<file path="src/rtl/flash_seq_pkg.sv">
// flash_seq_pkg: state encoding, unlock addresses and command bytes shared by the flash program sequencer
package flash_seq_pkg;
  typedef enum logic [2:0] {
    IDLE      = 3'd0,
    UNLOCK1   = 3'd1,
    UNLOCK2   = 3'd2,
    PROGRAM   = 3'd3,
    ERASE_ARM = 3'd4,
    ERASE_U1  = 3'd5,
    ERASE_U2  = 3'd6,
    BUSY      = 3'd7
  } state_e;
  localparam logic [11:0] U1 = 12'h555;
  localparam logic [11:0] U2 = 12'h2AA;
  localparam logic [7:0] CMD_AA = 8'hAA;
  localparam logic [7:0] CMD_55 = 8'h55;
  localparam logic [7:0] CMD_A0 = 8'hA0;
  localparam logic [7:0] CMD_80 = 8'h80;
  localparam logic [7:0] CMD_10 = 8'h10;
  localparam logic [7:0] CMD_30 = 8'h30;
  localparam logic [7:0] CMD_F0 = 8'hF0;
  function automatic int cnt_w(input int a, input int b);
    int m;
    m = a > b ? a : b;
    return m < 2 ? 1 : $clog2(m);
  endfunction
endpackage

</file>
<file path="src/rtl/flash_seq_timer.sv">
// flash_seq_timer: loadable down-counter that parks at zero and flags it
module flash_seq_timer #(
  parameter int W = 16
) (
  input  logic         clk,
  input  logic         rst,
  input  logic         load_i,
  input  logic [W-1:0] val_i,
  input  logic         dec_i,
  output logic         zero_o
);
  logic [W-1:0] cnt_q;
  assign zero_o = cnt_q == '0;
  // load has priority over decrement; decrement stops at zero
  always_ff @(posedge clk) begin
    if (rst) cnt_q <= '0;
    else if (load_i) cnt_q <= val_i;
    else if (dec_i && !zero_o) cnt_q <= cnt_q - 1'b1;
  end
endmodule

</file>
<file path="src/rtl/flash_prg_sequencer.sv">
// flash_prg_sequencer: JEDEC-style unlock/program/erase command tracker; FLASH_SEQ_TIMEOUT_EN abandons stale partial unlocks
module flash_prg_sequencer
  import flash_seq_pkg::*;
#(
  parameter int PROG_CYCLES    = 20,
  parameter int ERASE_CYCLES   = 65535,
  parameter int TIMEOUT_CYCLES = 255
) (
  input  logic        m2,
  input  logic        reset,
  input  logic        cpu_wr_valid,
  input  logic [14:0] cpu_addr_in,
  input  logic [7:0]  cpu_data_in,
  input  logic        prg_write_enabled,
  output logic        flash_we_gate,
  output logic        busy,
  output logic        error,
  output logic [2:0]  seq_state
);
  localparam int CW = cnt_w(ERASE_CYCLES, TIMEOUT_CYCLES);
  state_e state_q, state_d;
  logic error_q, error_d;
  logic ld, dec, zero;
  logic [CW-1:0] ld_val;
  logic wr_en, wr, u1, u2;
  logic [7:0] d;
  logic unused_addr;
  assign unused_addr = ^cpu_addr_in[14:12];
  assign d = cpu_data_in;
  assign u1 = cpu_addr_in[11:0] == U1;
  assign u2 = cpu_addr_in[11:0] == U2;
  assign busy = state_q == BUSY;
  assign wr_en = cpu_wr_valid & prg_write_enabled;
  assign wr = wr_en & ~busy;
  assign flash_we_gate = wr;
  assign error = error_q;
  assign seq_state = state_q;
  flash_seq_timer #(.W(CW)) u_timer (
    .clk(m2), .rst(reset), .load_i(ld), .val_i(ld_val), .dec_i(dec), .zero_o(zero)
  );
  // state and sticky error register
  always_ff @(posedge m2) begin
    if (reset) begin
      state_q <= IDLE;
      error_q <= 1'b0;
    end else begin
      state_q <= state_d;
      error_q <= error_d;
    end
  end
  // command decode; only accepted writes advance, BUSY ignores writes and counts down
  always_comb begin
    state_d = state_q;
    error_d = error_q;
    ld = 1'b0;
    ld_val = '0;
    dec = 1'b0;
    case (state_q)
      IDLE: begin
        if (wr) state_d = (u1 && d == CMD_AA) ? UNLOCK1 : IDLE;
        if (wr && d == CMD_F0) error_d = 1'b0;
      end
      UNLOCK1: if (wr) state_d = (u2 && d == CMD_55) ? UNLOCK2 : IDLE;
      UNLOCK2: if (wr) state_d = !u1 ? IDLE : d == CMD_A0 ? PROGRAM : d == CMD_80 ? ERASE_ARM : IDLE;
      PROGRAM: if (wr) begin
        state_d = BUSY;
        ld = 1'b1;
        ld_val = CW'(PROG_CYCLES - 1);
      end
      ERASE_ARM: if (wr) state_d = (u1 && d == CMD_AA) ? ERASE_U1 : IDLE;
      ERASE_U1: if (wr) state_d = (u2 && d == CMD_55) ? ERASE_U2 : IDLE;
      ERASE_U2: if (wr) begin
        state_d = ((u1 && d == CMD_10) || d == CMD_30) ? BUSY : IDLE;
        ld = state_d == BUSY;
        ld_val = CW'(ERASE_CYCLES - 1);
      end
      BUSY: begin
        dec = 1'b1;
        if (zero) state_d = IDLE;
        if (wr_en) error_d = 1'b1;
      end
    endcase
`ifdef FLASH_SEQ_TIMEOUT_EN
    if (!wr && state_q inside {UNLOCK1, UNLOCK2, ERASE_ARM, ERASE_U1, ERASE_U2}) begin
      dec = 1'b1;
      if (zero) state_d = IDLE;
    end
    if (wr && state_d inside {UNLOCK1, UNLOCK2, ERASE_ARM, ERASE_U1, ERASE_U2}) begin
      ld = 1'b1;
      ld_val = CW'(TIMEOUT_CYCLES - 1);
    end
`else
`endif
  end
endmodule

</file>
<file path="config.mk">
export PLATFORM = sky130hd
export DESIGN_NAME = flash_prg_sequencer
export DESIGN_NICKNAME = d
export VERILOG_FILES = /design/src/rtl/flash_seq_pkg.sv /design/src/rtl/flash_seq_timer.sv /design/src/rtl/flash_prg_sequencer.sv
export SDC_FILE = /design/constraint.sdc
export NUM_CORES = 1
export LEC_CHECK = 0
export BUFFER_PORTS_ARGS = -buffer_cell sky130_fd_sc_hd__buf_2
export CAP_MARGIN = 10
export CORE_MARGIN = 2
export CORE_UTILIZATION = 53
export DETAILED_ROUTE_END_ITERATION = 8
export PLACE_DENSITY = 0.81
export SLEW_MARGIN = 10
export SYNTH_ARGS = -nofsm -noshare
export SYNTH_HDL_FRONTEND = slang
export SYNTH_SLANG_ARGS = --single-unit
</file>
<file path="constraint.sdc">
create_clock -name m2 -period 3 [get_ports m2]
set_input_delay 0.3 -clock m2 [delete_from_list [all_inputs] [get_ports m2]]
set_output_delay 0.3 -clock m2 [all_outputs]
set_load 0.1 [all_outputs]
</file>
## After elaboration in Yosys (flattened, before gate mapping)

Index checks and enable logic that the tools add are counted.

| word-level totals | value |
|---|---|
| flip-flop bits (word level) | 20 |
| output and inout bits | 6 |
| logic and storage cells | 76 |

| cells by class | value |
|---|---|
| add/subtract/negate cells | 1 |
| eq/ne operators | 27 |
| mux-type cells | 29 |
| bitwise logic cells | 3 |
| reductions and logical operators | 13 |

Operator list:

| operator | number |
|---|---|
| 16-bit 2-to-1 mux | 3 |
| 3-bit 2-to-1 mux | 14 |
| 8-bit equality test (second input constant) | 4 |
| 16-bit one-hot mux with 2 select lines | 1 |
| 3-bit one-hot mux with 8 select lines | 1 |
| 16-bit zero test | 1 |
| 2-bit != test (second input constant) | 8 |
| 16-bit by 1-bit subtractor with 16-bit output (second input constant) | 1 |
| 3-bit equality test (second input constant) | 5 |
| 12-bit by 10-bit equality test with 1-bit output (second input constant) | 1 |
| 12-bit by 11-bit equality test with 1-bit output (second input constant) | 1 |
| 8-bit by 5-bit equality test with 1-bit output (second input constant) | 1 |
| 8-bit by 6-bit equality test with 1-bit output (second input constant) | 1 |
| 8-bit by 7-bit equality test with 1-bit output (second input constant) | 1 |
| 8-bit AND reduction | 1 |
| 3-bit by 2-bit equality test with 1-bit output (second input constant) | 2 |
| 1-bit 2-to-1 mux | 6 |
| 1-bit logical AND | 5 |
| 5-bit 2-to-1 mux | 1 |
| 2-bit by 1-bit != test with 1-bit output (second input constant) | 2 |
| 1-bit one-hot mux with 2 select lines | 2 |
| 2-bit nonzero test | 2 |
| 3-bit by 1-bit equality test with 1-bit output (second input constant) | 1 |
| 3-bit zero test | 1 |
| other kinds (6) | 7 |

## Depth between registers and ports, before layout

| depth | value |
|---|---|
| depth in word-level cells | 8 |
| gate-level depth with buffers | 9 |
| mapped depth without buffers | 7 |

## Modules after synthesis

A second synthesis with hierarchy kept.

| second synthesis, totals | value |
|---|---|
| cells, all modules | 192 |
| area total of the unflattened synthesis | 1512.7 um2 |

By module, submodules not included:

| module | instances | cells each | area each (um2) | seq. area each (um2) |
|---|---|---|---|---|
| flash_seq_timer | 1 | 114 | 944.7 | 320.3 |
| flash_prg_sequencer | 1 | 78 | 568.0 | 80.1 |

## Worst setup path before layout

Ideal clock, no wire load.

| timing path | value |
|---|---|
| path type | flip-flop to output port |
| start | register state_q[2] (netlist: seq_state[2]) |
| end | output flash_we_gate |
| arrival time | 3.437 ns |
| required time | 2.700 ns |
| setup slack | -0.737 ns |
| cell stages (with the launch flop) | 5 |
| buffers on the path | 1 |
| cells stage by stage | dfxtp_1 > clkbuf_1 > nand3_1 > clkinv_1 > nor2_1 |

| between the ends | value |
|---|---|
| longest elaborated chain between the ends | 3 |

Ends and longest elaborated chain:

| element | line | RTL |
|---|---|---|
| start: declaration | flash_prg_sequencer.sv:21 | `state_e state_q, state_d;` |
| start signal: assignment | flash_prg_sequencer.sv:47 | `state_q <= state_d;` |
| 3-bit equality test | flash_prg_sequencer.sv:32 | `assign busy = state_q == BUSY;` |
| named net busy | flash_prg_sequencer.sv:16 | `output logic busy,` |
| 1-bit inverter | flash_prg_sequencer.sv:34 | `assign wr = wr_en & ~busy;` |
| 1-bit bitwise AND | flash_prg_sequencer.sv:34 |  |
| end: declaration | flash_prg_sequencer.sv:15 | `output logic flash_we_gate,` |

The timed path passes the listed nets, and every way through them passes these cells.

## Worst setup path in the final report

| timing path | value |
|---|---|
| start | register u_timer.cnt_q[0] |
| end | register u_timer.cnt_q[8] |

| between the ends | value |
|---|---|
| longest elaborated chain between the ends | 4 |
| elaborated cells between the ends (all ways) | 7 |

Ends and longest elaborated chain:

| element | line | RTL |
|---|---|---|
| start: declaration | flash_seq_timer.sv:12 | `logic [W-1:0] cnt_q;` |
| start signal: assignment | flash_seq_timer.sv:17 | `else if (load_i) cnt_q <= val_i;` |
| start signal: assignment | flash_seq_timer.sv:18 | `else if (dec_i && !zero_o) cnt_q <= cnt_q - 1'b1;` |
| parallel branches: the longest is 4 deep, another holds 16-bit by 1-bit subtractor with 16-bit output | -- |  |

Parallel ways; which one is timed is not known. The select of a mux whose other input is x is not followed.
A chain may end at the register's enable or synchronous reset.

==> impl_metrics.env <==
export IMPL_grt_pass1_vias=1280
export IMPL_critical_path_class="register to register"
export IMPL_setup_violations=0
export IMPL_synth_avg_cell_area_um2=7.93
export IMPL_critPathLaunchType="register"
export IMPL_synthTopCellsByArea="dfxtp_1 30%, nor2_1 5.0%, nor3_1 4.5%"
export IMPL_cp_cell_sequence="inv_1 -> ha_1 -> or4b_1 -> or4_4 -> and2_4 -> or3_1 -> a31oi_1"
export IMPL_worst_pin_slew_ns=0.580
export IMPL_rsz0062_at_grt="false"
export IMPL_grt_max_degree=14
export IMPL_worstPathArrival_ns=2.71
export IMPL_ios=33
export IMPL_drt_pre_antenna_iters=4
export IMPL_tns_ns=0
export IMPL_max_slew_margin=0.613
export IMPL_instances_no_fill=227
export IMPL_setup_slack_ns=0.507
export IMPL_ys_types=50
export IMPL_critPathLaunch="u_timer.cnt_q[0]"
export IMPL_cts_resized=0
export IMPL_rows=18
export IMPL_cp_data_required_time_ns=3.22
export IMPL_fp_dieH_um=54.4
export IMPL_io_buffers=29
export IMPL_cts_buffer_depth=2
export IMPL_numCtsBuffers=3
export IMPL_synth_top_area_share=0.297
export IMPL_synth_warnings=0
export IMPL_antenna_found_initial=0
export IMPL_cts_tree="built"
export IMPL_dp_cells=224
export IMPL_synth_seq_area_share=0.297
export IMPL_core_area_um2=2430
export IMPL_num_antenna_cells=0
export IMPL_ys_ff_latch=20
export IMPL_slew_violations=0
export IMPL_grt_first_pass_wirelength_um=5390
export IMPL_cts_sinks=20
export IMPL_clk_latency_ns=0.29
export IMPL_path_depth=7
export IMPL_drv_cap=0
export IMPL_r2r_start="u_timer.cnt_q[0]"
export IMPL_end_kind="register"
export IMPL_syn_inst=170
export IMPL_cpMaxStageDelayCell="or4_4"
export IMPL_drtIter0Drc=49
export IMPL_drive_gt1_frac=0.234
export IMPL_final_cell_area_um2=1530
export IMPL_postCtsHoldBufs=0
export IMPL_r2r_cells=7
export IMPL_synthToLayoutAreaGrowth_pct=13.4
export IMPL_cp_max_fo=13
export IMPL_place_hpwl_um=2610
export IMPL_gp_congestion=0.906
export IMPL_p_leak_nw=0.610
export IMPL_placed_area_um2=1510
export IMPL_critPathMaxStageDelay_ns=0.60
export IMPL_die_x_um=54.4
export IMPL_fmax_mhz=401
export IMPL_status="completed"
export IMPL_p_per_area_nw_per_um2=299
export IMPL_fin_crit_sh=0.831
export IMPL_critPathCapture="u_timer.cnt_q[8]"
export IMPL_dp_worst_setup_slack_ns=0.532
export IMPL_detail_route_wl_per_cell_um=14.5
export IMPL_r2r_slack_ns=0.51
export IMPL_clock_skew_final_ns=0.00261
export IMPL_routed_via_density=6.33
export IMPL_grtUsageTotal=0.245
export IMPL_netlist_area_um2=1350
export IMPL_cts_root_buf="clkbuf_4"
export IMPL_fin_crit_ns=2.49
export IMPL_crit_family="simple AND/OR/NAND/NOR gates"
export IMPL_post_cts_setup_buffers=0
export IMPL_vdd_ir_drop_max_v=0.000228
export IMPL_finalPower_mw=0.457
export IMPL_clk_pin_slew_ns=0.10
export IMPL_gr_total_overflow=0
export IMPL_dieArea_um2=2960
export IMPL_route_detailed_drc=0
export IMPL_wl_um=3290
export IMPL_h_tree_depth=1
export IMPL_path_buf_inv=1
export IMPL_yosys_area_top_type="dfxtp_1"
export IMPL_nets=228
export IMPL_hp_class="input pin to register"
export IMPL_final_antenna_net_count=0
export IMPL_synth_edff_count=0
export IMPL_synth_flop_cell="dfxtp_1"
export IMPL_async_reset_ff_frac=0
export IMPL_initial_core_util=0.554
export IMPL_finalHoldViolCount=0
export IMPL_via_count=1436
export IMPL_synth_nets=199
export IMPL_r2r_end="u_timer.cnt_q[8]"
[sequential cells by signal (all words and copies together), names as in the netlist]
| name | flops |
|---|---|
| error | 1 |
| u_timer.cnt_q | 16 |
| seq_state | 3 |
[cell families (layout without fill, tap and decap cells)]
group,Yosys count,in the layout,share of synthesized area
DFF,20,20,0.297
adders and majority gates,2,2,0.0186
and+or+nand+nor,91,91,0.395
muxes,1,1,0.00743
buffers and inverters,13,40,0.0529
AOI/OAI and AO/OA,39,39,0.203
xor gates and xnor gates,4,4,0.0260
[through the flow]
stage                util  hold slack [ns]
finish              0.628            0.289
global route        0.628            0.305
CTS                 0.628            0.278
detailed placement  0.619            0.496
global placement    0.619            0.482
floorplan               -            0.457
[cell usage in the layout, fill, tap and decap left out, types with 4 or more instances in the layout]
cell,netlist,routed
nand3_1,4,4
buf_2,0,29
o21ai_0,4,4
nor4bb_1,6,6
dfxtp_1,20,20
inv_1,5,5
nor4_1,8,8
nand2_1,12,12
nor2_1,18,17
or3_1,6,6
a21oi_1,11,11
nor3_1,12,12
nand4_1,5,5
[area by class of cell]
cell class / count / area [µm²]
Timing Repair Buffer: 31 / 160
Multi-Input combinational cell: 137 / 883
Fill cell: 213 / 905
Tap cell: 30 / 37.5
Sequential cell: 20 / 400
Clock buffer: 3 / 22.5
Inverter: 6 / 23.8
[layer usage]
layer  track usage  vias up  routed length, µm  share of wire
li1              -      709                  -              -
met1         0.296      667               1420           0.43
met2         0.432       47               1630           0.50
met3        0.0437       13                163          0.050
met4        0.0833        0                 74          0.023
met5             0        -                  0              0
[worst min path at each step]
| stage | start | end | cells past startpoint |
|---|---|---|---|
| floorplan | u_timer.cnt_q[3] | u_timer.cnt_q[3] | 2 |
| global placement | u_timer.cnt_q[3] | u_timer.cnt_q[3] | 2 |
| detailed placement | u_timer.cnt_q[3] | u_timer.cnt_q[3] | 2 |
| CTS | reset | u_timer.cnt_q[1] | 2 |
| global route | reset | u_timer.cnt_q[4] | 2 |
| finish | reset | u_timer.cnt_q[4] | 2 |
[cell usage after synthesis, drive strengths merged (4+ instances only)]
| cell type | count |
|---|---|
| dfxtp | 20 |
| buf | 4 |
| nand2 | 12 |
| inv | 5 |
| nor2 | 18 |
| a21oi | 11 |
| o21ai | 4 |
| nand4 | 5 |
| nor4bb | 6 |
| nor3 | 13 |
| or3 | 6 |
| nor4 | 8 |
| nand3 | 4 |
[power by group]
group | switching [mW] | total, mW | internal (mW)
registers | 0.00348 | 0.270 | 0.267
logic | 0.0402 | 0.0657 | 0.0255
clock network | 0.0742 | 0.121 | 0.0467
(Power assumes the default switching activity.)
